$ cat config.mk
export PLATFORM = sky130hd
export DESIGN_NAME = control_pipe
export DESIGN_NICKNAME = d
export VERILOG_FILES = /design/src/rtl/cpu32_pkg.sv /design/src/rtl/control_decode.sv /design/src/rtl/control_pipe.sv
export SDC_FILE = /design/constraint.sdc
export NUM_CORES = 1
export LEC_CHECK = 0
export ABC_AREA = 0
export CORE_MARGIN = 1
export CORE_UTILIZATION = 45
export DETAILED_ROUTE_END_ITERATION = 10
export HOLD_SLACK_MARGIN = 0.1
export PLACE_DENSITY = 0.84
export RECOVER_POWER = 50
export SYNTH_ARGS = -nofsm -noshare
export SYNTH_HDL_FRONTEND = slang
export SYNTH_SLANG_ARGS = --single-unit
$ cat constraint.sdc
create_clock -name clk -period 4.9 [get_ports clk]
set_clock_uncertainty 0.05 [all_clocks]
set_input_delay 1.47 -clock clk [delete_from_list [all_inputs] [get_ports clk]]
set_output_delay 1.47 -clock clk [all_outputs]
set_load 0.03 [all_outputs]
$ cat src/rtl/cpu32_pkg.sv
// Shared cpu32 definitions: opcodes, control bundle layout and write-back source encodings.
package cpu32_pkg;

  localparam logic [3:0] OP_ALU  = 4'd0;
  localparam logic [3:0] OP_ALUI = 4'd1;
  localparam logic [3:0] OP_LW   = 4'd2;
  localparam logic [3:0] OP_SW   = 4'd3;
  localparam logic [3:0] OP_B    = 4'd4;

  typedef enum logic [1:0] {
    WSRC_ALU  = 2'b00,
    WSRC_RAM  = 2'b01,
    WSRC_PC4  = 2'b10,
    WSRC_ZERO = 2'b11
  } wsrc_e;

  typedef struct packed {
    logic  alu_pc;
    logic  alu_imm;
    logic  regs_we;
    logic  ram_we;
    logic  alu_altdest;
    logic  branch_op;
    wsrc_e wdata_src;
  } ctrl_t;

endpackage

$ cat src/rtl/control_decode.sv
// Combinational opcode decoder: control bundle plus illegal-opcode flag.
module control_decode
  import cpu32_pkg::*;
(
  input  logic [3:0] opcode_i,
  output ctrl_t      ctrl_o,
  output logic       illegal_o
);

  always_comb begin
    ctrl_o    = '0;
    illegal_o = 1'b0;
    case (opcode_i)
      OP_ALU: begin
        ctrl_o.regs_we   = 1'b1;
        ctrl_o.wdata_src = WSRC_ALU;
      end
      OP_ALUI: begin
        ctrl_o.alu_imm   = 1'b1;
        ctrl_o.regs_we   = 1'b1;
        ctrl_o.wdata_src = WSRC_ALU;
      end
      OP_LW: begin
        ctrl_o.alu_imm   = 1'b1;
        ctrl_o.regs_we   = 1'b1;
        ctrl_o.wdata_src = WSRC_RAM;
      end
      OP_SW: begin
        ctrl_o.alu_imm   = 1'b1;
        ctrl_o.ram_we    = 1'b1;
        ctrl_o.wdata_src = WSRC_ZERO;
      end
      OP_B: begin
        ctrl_o.alu_pc    = 1'b1;
        ctrl_o.alu_imm   = 1'b1;
        ctrl_o.regs_we   = 1'b1;
        ctrl_o.branch_op = 1'b1;
        ctrl_o.wdata_src = WSRC_PC4;
      end
      default: illegal_o = 1'b1;
    endcase
  end

endmodule

$ cat src/rtl/control_pipe.sv
// Pipelined cpu32 control: D-slot decode, registered E slot, branch resolution,
// load-use interlock and RAM wait timeout.
module control_pipe
  import cpu32_pkg::*;
#(
  parameter int unsigned RA_W        = 4,
  parameter bit          HAZARD_EN   = 1'b1,
  parameter int unsigned MEM_TIMEOUT = 15
) (
  input  logic            clk,
  input  logic            reset,
  input  logic            in_valid,
  output logic            in_ready,
  input  logic [3:0]      opcode,
  input  logic [3:0]      opfunc,
  input  logic [RA_W-1:0] opd,
  input  logic [RA_W-1:0] opa,
  input  logic [RA_W-1:0] opb,
  input  logic            adata_zero,
  input  logic            mem_ready,
  output logic            e_valid,
  output logic            e_alu_pc,
  output logic            e_alu_imm,
  output logic            e_regs_we,
  output logic            e_ram_we,
  output logic            e_alu_altdest,
  output logic [1:0]      e_wdata_src,
  output logic [RA_W-1:0] e_waddr,
  output logic            branch_taken,
  output logic            branch_ind,
  output logic            stall,
  output logic            illegal,
  output logic            mem_fault
);

  localparam int unsigned CNT_W = $clog2(MEM_TIMEOUT + 1);
  localparam logic [CNT_W-1:0] TO_MAX = CNT_W'(MEM_TIMEOUT);

  ctrl_t           dec_ctrl;
  logic            dec_illegal;

  logic            e_valid_q, e_valid_d;
  ctrl_t           e_ctrl_q, e_ctrl_d;
  logic [RA_W-1:0] e_waddr_q, e_waddr_d;
  logic            e_nz_q, e_nz_d;
  logic            e_ind_q, e_ind_d;
  logic [CNT_W-1:0] cnt_q, cnt_d;
  logic            fault_q, fault_d;
  logic            illegal_q, illegal_d;

  logic e_is_lw, e_is_mem, timeout, mem_wait, src_hit, hazard, take;

  control_decode u_decode (
    .opcode_i  (opcode),
    .ctrl_o    (dec_ctrl),
    .illegal_o (dec_illegal)
  );

  // Once the counter has reached the limit the held access is treated as if
  // mem_ready arrived, so that cycle is not a wait cycle.
  always_comb begin
    e_is_lw  = e_valid_q & (e_ctrl_q.wdata_src == WSRC_RAM);
    e_is_mem = e_is_lw | (e_valid_q & e_ctrl_q.ram_we);
    timeout  = (cnt_q == TO_MAX);
    mem_wait = e_is_mem & ~mem_ready & ~timeout;
    src_hit  = (e_waddr_q == opa)
             | ((e_waddr_q == opb) & ((opcode == OP_ALU) | (opcode == OP_SW)))
             | ((e_waddr_q == opd) & (opcode == OP_SW));
    hazard   = HAZARD_EN & e_is_lw & in_valid & src_hit;
    take     = ~reset & e_valid_q & e_ctrl_q.branch_op & (adata_zero != e_nz_q);
  end

  always_comb begin
    e_valid_d = 1'b0;
    e_ctrl_d  = '0;
    e_waddr_d = '0;
    e_nz_d    = 1'b0;
    e_ind_d   = 1'b0;
    illegal_d = 1'b0;
    cnt_d     = '0;
    if (mem_wait) begin
      e_valid_d = e_valid_q;
      e_ctrl_d  = e_ctrl_q;
      e_waddr_d = e_waddr_q;
      e_nz_d    = e_nz_q;
      e_ind_d   = e_ind_q;
      cnt_d     = timeout ? cnt_q : cnt_q + 1'b1;
    end else if (~take & ~hazard & in_valid) begin
      if (dec_illegal) begin
        illegal_d = 1'b1;
      end else begin
        e_valid_d = 1'b1;
        e_ctrl_d  = dec_ctrl;
        e_waddr_d = dec_ctrl.alu_altdest ? opb : opd;
        e_nz_d    = opfunc[3];
        e_ind_d   = opfunc[2];
      end
    end
    fault_d = fault_q | (mem_wait & (cnt_d == TO_MAX));
  end

  always_ff @(posedge clk or posedge reset) begin
    if (reset) begin
      e_valid_q <= 1'b0;
      e_ctrl_q  <= '0;
      e_waddr_q <= '0;
      e_nz_q    <= 1'b0;
      e_ind_q   <= 1'b0;
      cnt_q     <= '0;
      fault_q   <= 1'b0;
      illegal_q <= 1'b0;
    end else begin
      e_valid_q <= e_valid_d;
      e_ctrl_q  <= e_ctrl_d;
      e_waddr_q <= e_waddr_d;
      e_nz_q    <= e_nz_d;
      e_ind_q   <= e_ind_d;
      cnt_q     <= cnt_d;
      fault_q   <= fault_d;
      illegal_q <= illegal_d;
    end
  end

  assign in_ready      = ~reset & ~mem_wait & ~hazard;
  assign stall         = mem_wait | hazard;
  assign branch_taken  = take;
  assign branch_ind    = take & e_ind_q;
  assign illegal       = illegal_q;
  assign mem_fault     = fault_q;
  assign e_valid       = e_valid_q;
  assign e_alu_pc      = e_ctrl_q.alu_pc;
  assign e_alu_imm     = e_ctrl_q.alu_imm;
  assign e_regs_we     = e_ctrl_q.regs_we;
  assign e_ram_we      = e_ctrl_q.ram_we;
  assign e_alu_altdest = e_ctrl_q.alu_altdest;
  assign e_wdata_src   = e_ctrl_q.wdata_src;
  assign e_waddr       = e_waddr_q;

endmodule

# Word level (Yosys, flattened, before mapping)
# Index checks and enable logic that the tools add are counted.
[word_totals]
reg_bits = 21
in_bits = 25
output_inout_bits = 18
word_cells = 79
[op_classes]
n_addsub = 1
n_eq_ne = 11
n_mux = 20
n_bitwise = 29
reduce_logical = 4
[op_table]
columns = ["op", "n"]
rows = [
  ["$and 1x1->1", 17],
  ["$mux 4", 4],
  ["$mux 8", 2],
  ["$mux 1", 13],
  ["$eq 4x4->1", 3],
  ["$eq 4x2->1 const B", 2],
  ["$eq 4x4->1 const B", 2],
  ["$reduce_or 4->1", 2],
  ["$not 1->1", 6],
  ["$or 1x1->1", 6],
  ["$pmux 2 s3", 1],
  ["$reduce_or 5->1", 1],
  ["$add 4x1->4 const B", 1],
  ["$eq 4x1->1 const B", 1],
  ["$eq 4x3->1 const B", 1],
  ["$logic_not 4->1", 1],
  ["$eq 2x1->1 const B", 1],
  ["$ne 1x1->1", 1],
]

# Logic depth before layout (Yosys ltp)
# Gate-level depths: netlist of run 1.
[depth]
ltp_word = 11
mapped_depth = 7

# By module
# A second synthesis of run 1 with hierarchy kept.
[unflattened]
cells_unflattened = 115
hier_area_um2 = 1234.9
[modules_own_cells]
columns = ["mod", "n_inst", "cells_per_inst", "area_per_inst_um2", "seq_area_each_um2"]
rows = [
  ["control_pipe", 1, 102, 1137.3, 525.5],
  ["control_decode", 1, 13, 97.6, 0.0],
]

# Least setup slack after synthesis of run 1
# OpenSTA, ideal clock, no wires.
[synth_path]
kind = "input -> output"
from = "input opb[1]"
to = "output in_ready"
t_arrival_ps = 2809
t_required_ps = 3380
setup_slack_ps = 571
path_stages = 5
cell_sequence = "xor2_1 > a2111oi_4 > a2bb2oi_2 > nand3b_1 > nor2_1"
[synth_via]
elab_chain_cells = 7
[synth_rtl]
columns = ["item", "line_no", "text"]
rows = [
  ["from (decl)", "control_pipe.sv:18", "input logic [RA_W-1:0] opb,"],
  ["$eq 4x4->1", "control_pipe.sv:67", "| ((e_waddr_q == opb) & ((opcode == OP_ALU) | (opcode == OP_SW)))"],
  ["$and 1x1->1", "control_pipe.sv:67", ""],
  ["$or 1x1->1", "control_pipe.sv:67", ""],
  ["$or 1x1->1", "control_pipe.sv:68", "| ((e_waddr_q == opd) & (opcode == OP_SW));"],
  ["$and 1x1->1", "control_pipe.sv:69", "hazard = HAZARD_EN & e_is_lw & in_valid & src_hit;"],
  ["$not 1->1", "control_pipe.sv:124", "assign in_ready = ~reset & ~mem_wait & ~hazard;"],
  ["$and 1x1->1", "control_pipe.sv:124", ""],
  ["to (decl)", "control_pipe.sv:13", "output logic in_ready,"],
]
# No other way between the ends.

# Worst setup path after layout of run 1
[layout_path]
from = "input opcode[1]"
to = "output in_ready"
[layout_via]
elab_chain_cells = 8
word_cells_on_any_way = 10
[layout_rtl]
columns = ["item", "line_no", "text"]
rows = [
  ["from (decl)", "control_pipe.sv:14", "input logic [3:0] opcode,"],
  ["$eq 4x2->1 / $logic_not 4->1 (equally long branches)", "control_pipe.sv:67, control_pipe.sv:68", ""],
  ["$or 1x1->1", "control_pipe.sv:67", ""],
  ["$and 1x1->1", "control_pipe.sv:67", ""],
  ["$or 1x1->1", "control_pipe.sv:67", ""],
  ["$or 1x1->1 *", "control_pipe.sv:68", ""],
  ["$and 1x1->1 *", "control_pipe.sv:69", ""],
  ["$not 1->1 *", "control_pipe.sv:124", ""],
  ["$and 1x1->1 *", "control_pipe.sv:124", ""],
]
# Mark *: on every way between the ends. The rest lies on a longest branch, timed or not.

==> results of run 1 <==
## path summary, 6_finish.rpt
path / end / slack, ps / cells past startpoint
setup / recovery: in_ready / 120 / 8
hold / removal: mem_fault / 430 / 1
setup reg to reg: e_waddr[3] / 2420 / 7
hold reg to reg: mem_fault / 430 / 1
max in group asynchronous: e_ind_q / 2580 / 2
min in group asynchronous: e_alu_pc / 1760 / 2
## stage by stage
| step | total power (W) | hold WS (ps) | util | instance area, sq um |
|---|---|---|---|---|
| 2_1_floorplan | 0.000203 | 408 | - | 1070 |
| 3_3_place_gp | 0.000237 | 406 | 0.688 | 1540 |
| 3_5_place_dp | 0.000239 | 409 | 0.688 | 1540 |
| 4_1_cts | 0.000318 | 433 | 0.702 | 1570 |
| 5_1_grt | 0.000330 | 446 | 0.700 | 1560 |
| 6_report | 0.000314 | 427 | 0.700 | 1560 |
## cell usage in the layout, fill, tap and decap left out, drive strengths merged, types with 4 or more instances in the layout
cell and count:
clkdlybuf4s50 32, nor3 4, clkbuf 5, nor2 6, dfrtp 19, buf 10, dlygate4sd3 5, xor2 5
xnor2 11, a32o 9
## metal layers
metal	share of wire	GRT usage	wire length, microns	up-vias
li1	-	-	-	452
met1	0.37	0.265	959	458
met2	0.57	0.411	1460	48
met3	0.059	0.0387	152	0
met4	0	0.0880	0	0
met5	0	0	0	-
## power by group
| part | total (W) | leakage, nW | internal (W) | switching (W) |
|---|---|---|---|---|
| clock | 0.0000785 | 0.0150 | 0.0000317 | 0.0000468 |
| sequential | 0.000165 | 0.260 | 0.000161 | 0.00000412 |
| combinational | 0.0000703 | 0.387 | 0.0000367 | 0.0000336 |
| total | 0.000314 | 0.662 | 0.000229 | 0.0000846 |
## final cells by class
| cell class | count | area share |
|---|---|---|
| Multi-Input combinational cell | 70 | 0.359 |
| Sequential cell | 19 | 0.304 |
| Timing Repair Buffer | 49 | 0.293 |
| Tap cell | 28 | 0.0224 |
| Clock buffer | 4 | 0.0168 |
| Inverter | 2 | 0.00480 |
## logic make-up after synthesis
| family | synth area share |
|---|---|
| compound gates | 0.191 |
| simple gates | 0.170 |
| flops | 0.443 |
| fa+ha+maj | 0.0117 |
| buf+inv | 0.0385 |
| other cells | 0.00350 |
| mux | 0.0105 |
| xor+xnor | 0.131 |
## what timing repair did
item,in CTS,in global routing
endpoints found under the hold margin,0,0
resized for setup,2,0
endpoints found under the setup margin,1,0
## worst reg2reg max path, cell delays in order, from the launching register on
cell      delay (ps)
dfrtp_1          430
ha_1             250
nand3_1          100
o211a_1          180
clkbuf_1         530
nor2_1           180
and3_1           350
a32o_1           310
==> flow_summary_export.csv, run 1 <==
group,metric,value,unit
timing,fin_setup_tns,0,ps
routing,post_drt_wl_per_cell,14.9,microns
global_routing,grt_overflow,0,
routing,via_count,958,
cells_and_area,synthToLayoutAreaGrowth,45.9,%
global_routing,grt_pass1_wl,4.31,mm
clock_network,root_buffer,"clkbuf_4",
setup_path,crit_path_start,"opcode[1]",
global_routing,grt_max_degree,20,
setup_path,crit_type,"in -> out",
yosys,yosysUniqueCellTypes,34,
setup_path,crit_path_max_fanout,3,
routing,dr.first_iter.drc_count,11,
routing,vias_per_cell,5.57,
cells_and_area,final_cells,172,
setup_path,critPathRequiredTime,3380,ps
yosys,syn_area,1070,sq um
timing,layout_worst_path_cycle_share,0.975,
setup_path,start_kind,"input port",
setup_path,cp-end-kind,"primary output",
yosys,synth_area_leaders,"dfrtp_1 44%, xnor2_1 9.0%, a32o_1 8.4%, xor2_1 4.1%, a2111oi_4 2.6%",
floorplanning,die_h,50.8,microns
yosys,yosysMostFrequentCell,"dfrtp_1",
clock_network,post-cts-setup-buffers,0,
yosys,avgSynthCellArea,11.3,sq um
yosys,synth_ff_type,"dfrtp_1",
timing,setup_ws,123,ps
pwr,cellPowerDensity,201,nW/um^2
worst_hold_path,min_from,"mem_fault",
pwr,ir_worst_vdd,0.000136,V
global_routing,grt_pass1_vias,996,
cells_and_area,seq_area,475,sq um
yosys,ys_async_sr_fraction,1.00,
floorplanning,die_area,2580,sq um
cells_and_area,fillers,160,
global_routing,grtUsageTotal,0.227,
timing,period_minus_slack,4780,ps
yosys,synth-seq-cells,19,
placed_design,dp_cells,168,
routing,dr.pass1.iters,4,
clock_network,htree_levels,1,
yosys,synth_top_area_cell,"dfrtp_1",
clock_network,hold_buffers,0,
setup_path,cp_top_family,"buffers and inverters",
placed_design,place_congestion,0.750,
yosys,synth_edf_count,0,
setup_path,timing.rr.start,"cnt_q[0]",
cells_and_area,multi_input_area,562,sq um
setup_path,cp.buffers_inverters,3,
run_status,status,"complete, no violations",
timing,worst_pin_slew,760,ps
yosys,syn_inst,95,
placed_design,place_ws,-121,ps
clock_network,cts_sinks,19,
timing,hold_violations,0,
yosys,syn_nets,121,
routing,drc,0,
clock_network,cts_tree,"yes",
yosys,ys_seq_area_frac,0.443,
job,maxCapViolCount,0,
global_routing,antenna_found_initial,0,
yosys,synth_top_area_share,0.443,
yosys,ys_warn_count,0,
floorplanning,dieWidth,50.8,microns
pwr,p_leak,0.662,nW
clock_network,clk_latency,290,ps
timing,slew_headroom,0.493,
placed_design,numPortBuffers,39,
routing,ant_nets,0,
timing,grt_setup_unrepaired,"no",
cells_and_area,drive_gt1_frac,0.132,
placed_design,dp_hpwl,2.06,mm
timing,fmax,0.209,GHz
timing,setup_viol,0,
cells_and_area,nets,171,
clock_network,numCtsBuffers,3,
worst_hold_path,hold_class,"reg -> reg",
floorplanning,io_pins,43,
setup_path,crit_path_top_delay_cell,"clkdlybuf4s50_1",
floorplanning,initial_core_util,0.480,
timing,slew_viol_final,0,
setup_path,cpPeakStageDelay,410,ps
clock_network,clock_path_buffers,2,
clock_network,path_clk_slew,100,ps
cells_and_area,insertedDiodeCount,0,
routing,routed_wl,2.57,mm
setup_path,critical_path_arrival,3260,ps
floorplanning,core_area,2230,sq um
setup_path,crit_chain,"clkdlybuf4s50_1 -> buf_4 -> or2_1 -> a2111oi_4 -> a2bb2oi_2 -> nand3b_1 -> nor2_1 -> dlygate4sd2_1",
floorplanning,placementRows,17,
yosys,synthTopCellsByCount,"19 x dfrtp_1, 11 x xnor2_1, 9 x a32o_1",
No activity file was read; power rests on OpenSTA's default activity.
==> run 2, diff against run 1 <==
Settings changed: CELL_PAD_IN_SITES_DETAIL_PLACEMENT set to 0, CELL_PAD_IN_SITES_GLOBAL_PLACEMENT set to 1, CORE_UTILIZATION 45 to 34.
==> run 2 against run 1 <==
  * Combinational power decreased by 2%
  * Clock power fell by 2%
  * Die area increased by 31%
  * Via count fell by 1.8%
  * Sequential share of layout area shrank 0.38 points
  * Critical endpoint unchanged
  * Sequential power about the same
  * Clock-buffer cell count did not move
  * Power decreased by 0.68%
  * Register-to-register slack better by 70 ps
  * Core utilization decreased by 18 points
  * Non-clock buffer count did not move
  * Highest routed layer is now met4
  * Largest power group unchanged
  * Flip-flop and latch count is the same
==> flow_summary_export.csv, run 2 (synthesis results as in run 1) <==
group,metric,value,unit
setup_path,crit_chain,"clkdlybuf4s50_1 -> nor4bb_2 -> nor4b_2 -> nand3_1 -> nand3b_1 -> nor2_1 -> dlygate4sd2_1",
setup_path,crit_type,"in -> out",
global_routing,grt_max_degree,20,
pwr,cellPowerDensity,197,nW/um^2
setup_path,start_kind,"input port",
clock_network,cts_sinks,19,
timing,worst_pin_slew,726,ps
placed_design,place_congestion,0.786,
worst_hold_path,hold_class,"reg -> reg",
timing,grt_setup_unrepaired,"no",
global_routing,grt_overflow,0,
timing,fin_setup_tns,0,ps
cells_and_area,layout_commonest_cell,"clkdlybuf4s50_1",
pwr,p_leak,0.662,nW
cells_and_area,synthToLayoutAreaGrowth,47.7,%
cells_and_area,seq_area,475,sq um
clock_network,numCtsBuffers,3,
cells_and_area,drive_gt1_frac,0.132,
setup_path,cpPeakStageDelay,470,ps
floorplanning,die_area,3380,sq um
floorplanning,initial_core_util,0.354,
setup_path,critPathRequiredTime,3380,ps
routing,routed_wl,2.47,mm
floorplanning,die_h,58.2,microns
setup_path,crit_path_top_delay_cell,"clkdlybuf4s50_1",
timing,slew_headroom,0.516,
pwr,power,0.000312,W
cells_and_area,nets,171,
floorplanning,io_pins,43,
clock_network,clock_path_buffers,2,
placed_design,place_ws,-210,ps
setup_path,cp_top_family,"simple AND/OR/NAND/NOR gates",
cells_and_area,fillers,275,
routing,dr.first_iter.drc_count,28,
placed_design,numPortBuffers,39,
routing,dr.pass1.iters,4,
routing,ant_nets,0,
timing,setup_viol,0,
global_routing,grtUsageTotal,0.156,
placed_design,dp_hpwl,1.95,mm
routing,vias_per_cell,5.01,
job,maxCapViolCount,0,
global_routing,antenna_found_initial,0,
pwr,ir_worst_vdd,0.000121,V
timing,hold_violations,0,
cells_and_area,layout_common_cells,"32 x clkdlybuf4s50_1, 19 x dfrtp_1, 11 x xnor2_1, 10 x buf_4, 9 x a32o_1",
timing,layout_worst_path_cycle_share,0.969,
routing,via_count,941,
clock_network,cts_tree,"yes",
setup_path,critical_path_arrival,3230,ps
global_routing,grt_pass1_vias,921,
timing,period_minus_slack,4750,ps
routing,post_drt_wl_per_cell,13.2,microns
clock_network,htree_levels,1,
timing,setup_ws,150,ps
global_routing,grt_pass1_wl,3.98,mm
run_status,status,"complete, no violations",
timing,fmax,0.211,GHz
floorplanning,placementRows,20,
setup_path,crit_path_max_fanout,3,
setup_path,cp.buffers_inverters,2,
setup_path,cp-end-kind,"primary output",
cells_and_area,insertedDiodeCount,0,
clock_network,clk_latency,290,ps
clock_network,root_buffer,"clkbuf_4",
cells_and_area,utilization,0.523,
clock_network,path_clk_slew,100,ps
clock_network,post-cts-setup-buffers,0,
floorplanning,core_area,3030,sq um
floorplanning,dieWidth,58.2,microns
routing,drc,0,
timing,slew_viol_final,0,
cells_and_area,multi_input_area,562,sq um
==> run 2: timing repair <==
action | CTS | global route
endpoints found under the setup margin | 1 | 0
resized for setup | 2 | 0
hold buffers | 0 | 0
==> run 2: routing by layer <==
layer / routed length, microns / global-route usage
met1: 1080 / 0.188
met2: 1280 / 0.276
met3: 104 / 0.0491
met4: 8 / 0.0272
met5: 0 / 0
==> run 2: cell type report <==
cell class,instances,area share
Clock buffer,4,0.0166
Inverter,2,0.00474
Multi-Input combinational cell,70,0.355
Sequential cell,19,0.300
Tap cell,44,0.0348
Timing Repair Buffer,49,0.289
==> run 2: path summary, 6_finish.rpt <==
kind	from	end	slack (ps)	cells after the start
worst max register to register	cnt_q[0]	e_nz_q	2490	7
worst max-delay path	opcode[1]	in_ready	150	7
worst min register to register	mem_fault	mem_fault	450	1
worst min-delay path	mem_fault	mem_fault	450	1
max in group asynchronous	reset	e_alu_pc	2590	2
min in group asynchronous	reset	cnt_q[3]	1750	2
==> run 2: report_power, final <==
part,switching [W],internal (W)
clock,0.0000455,0.0000317
combinational,0.0000319,0.0000371
sequential,0.00000452,0.000161
total,0.0000819,0.000230
==> run 2: per-stage QoR <==
step,instances,instance area [sq um],hold slack [ps]
6_report,188,1580,448
5_1_grt,188,1580,454
4_1_cts,188,1590,456
3_5_place_dp,184,1560,431
3_3_place_gp,184,1560,405
2_1_floorplan,95,1070,408
==> run 2: worst reg2reg max path, cell delays in order (launching register included) <==
cell and delay, ps:
dfrtp_1 420, ha_1 250, nand3_1 100, o211a_1 180, clkbuf_1 510, nor2_1 150
and3_1 330, a32o_1 320
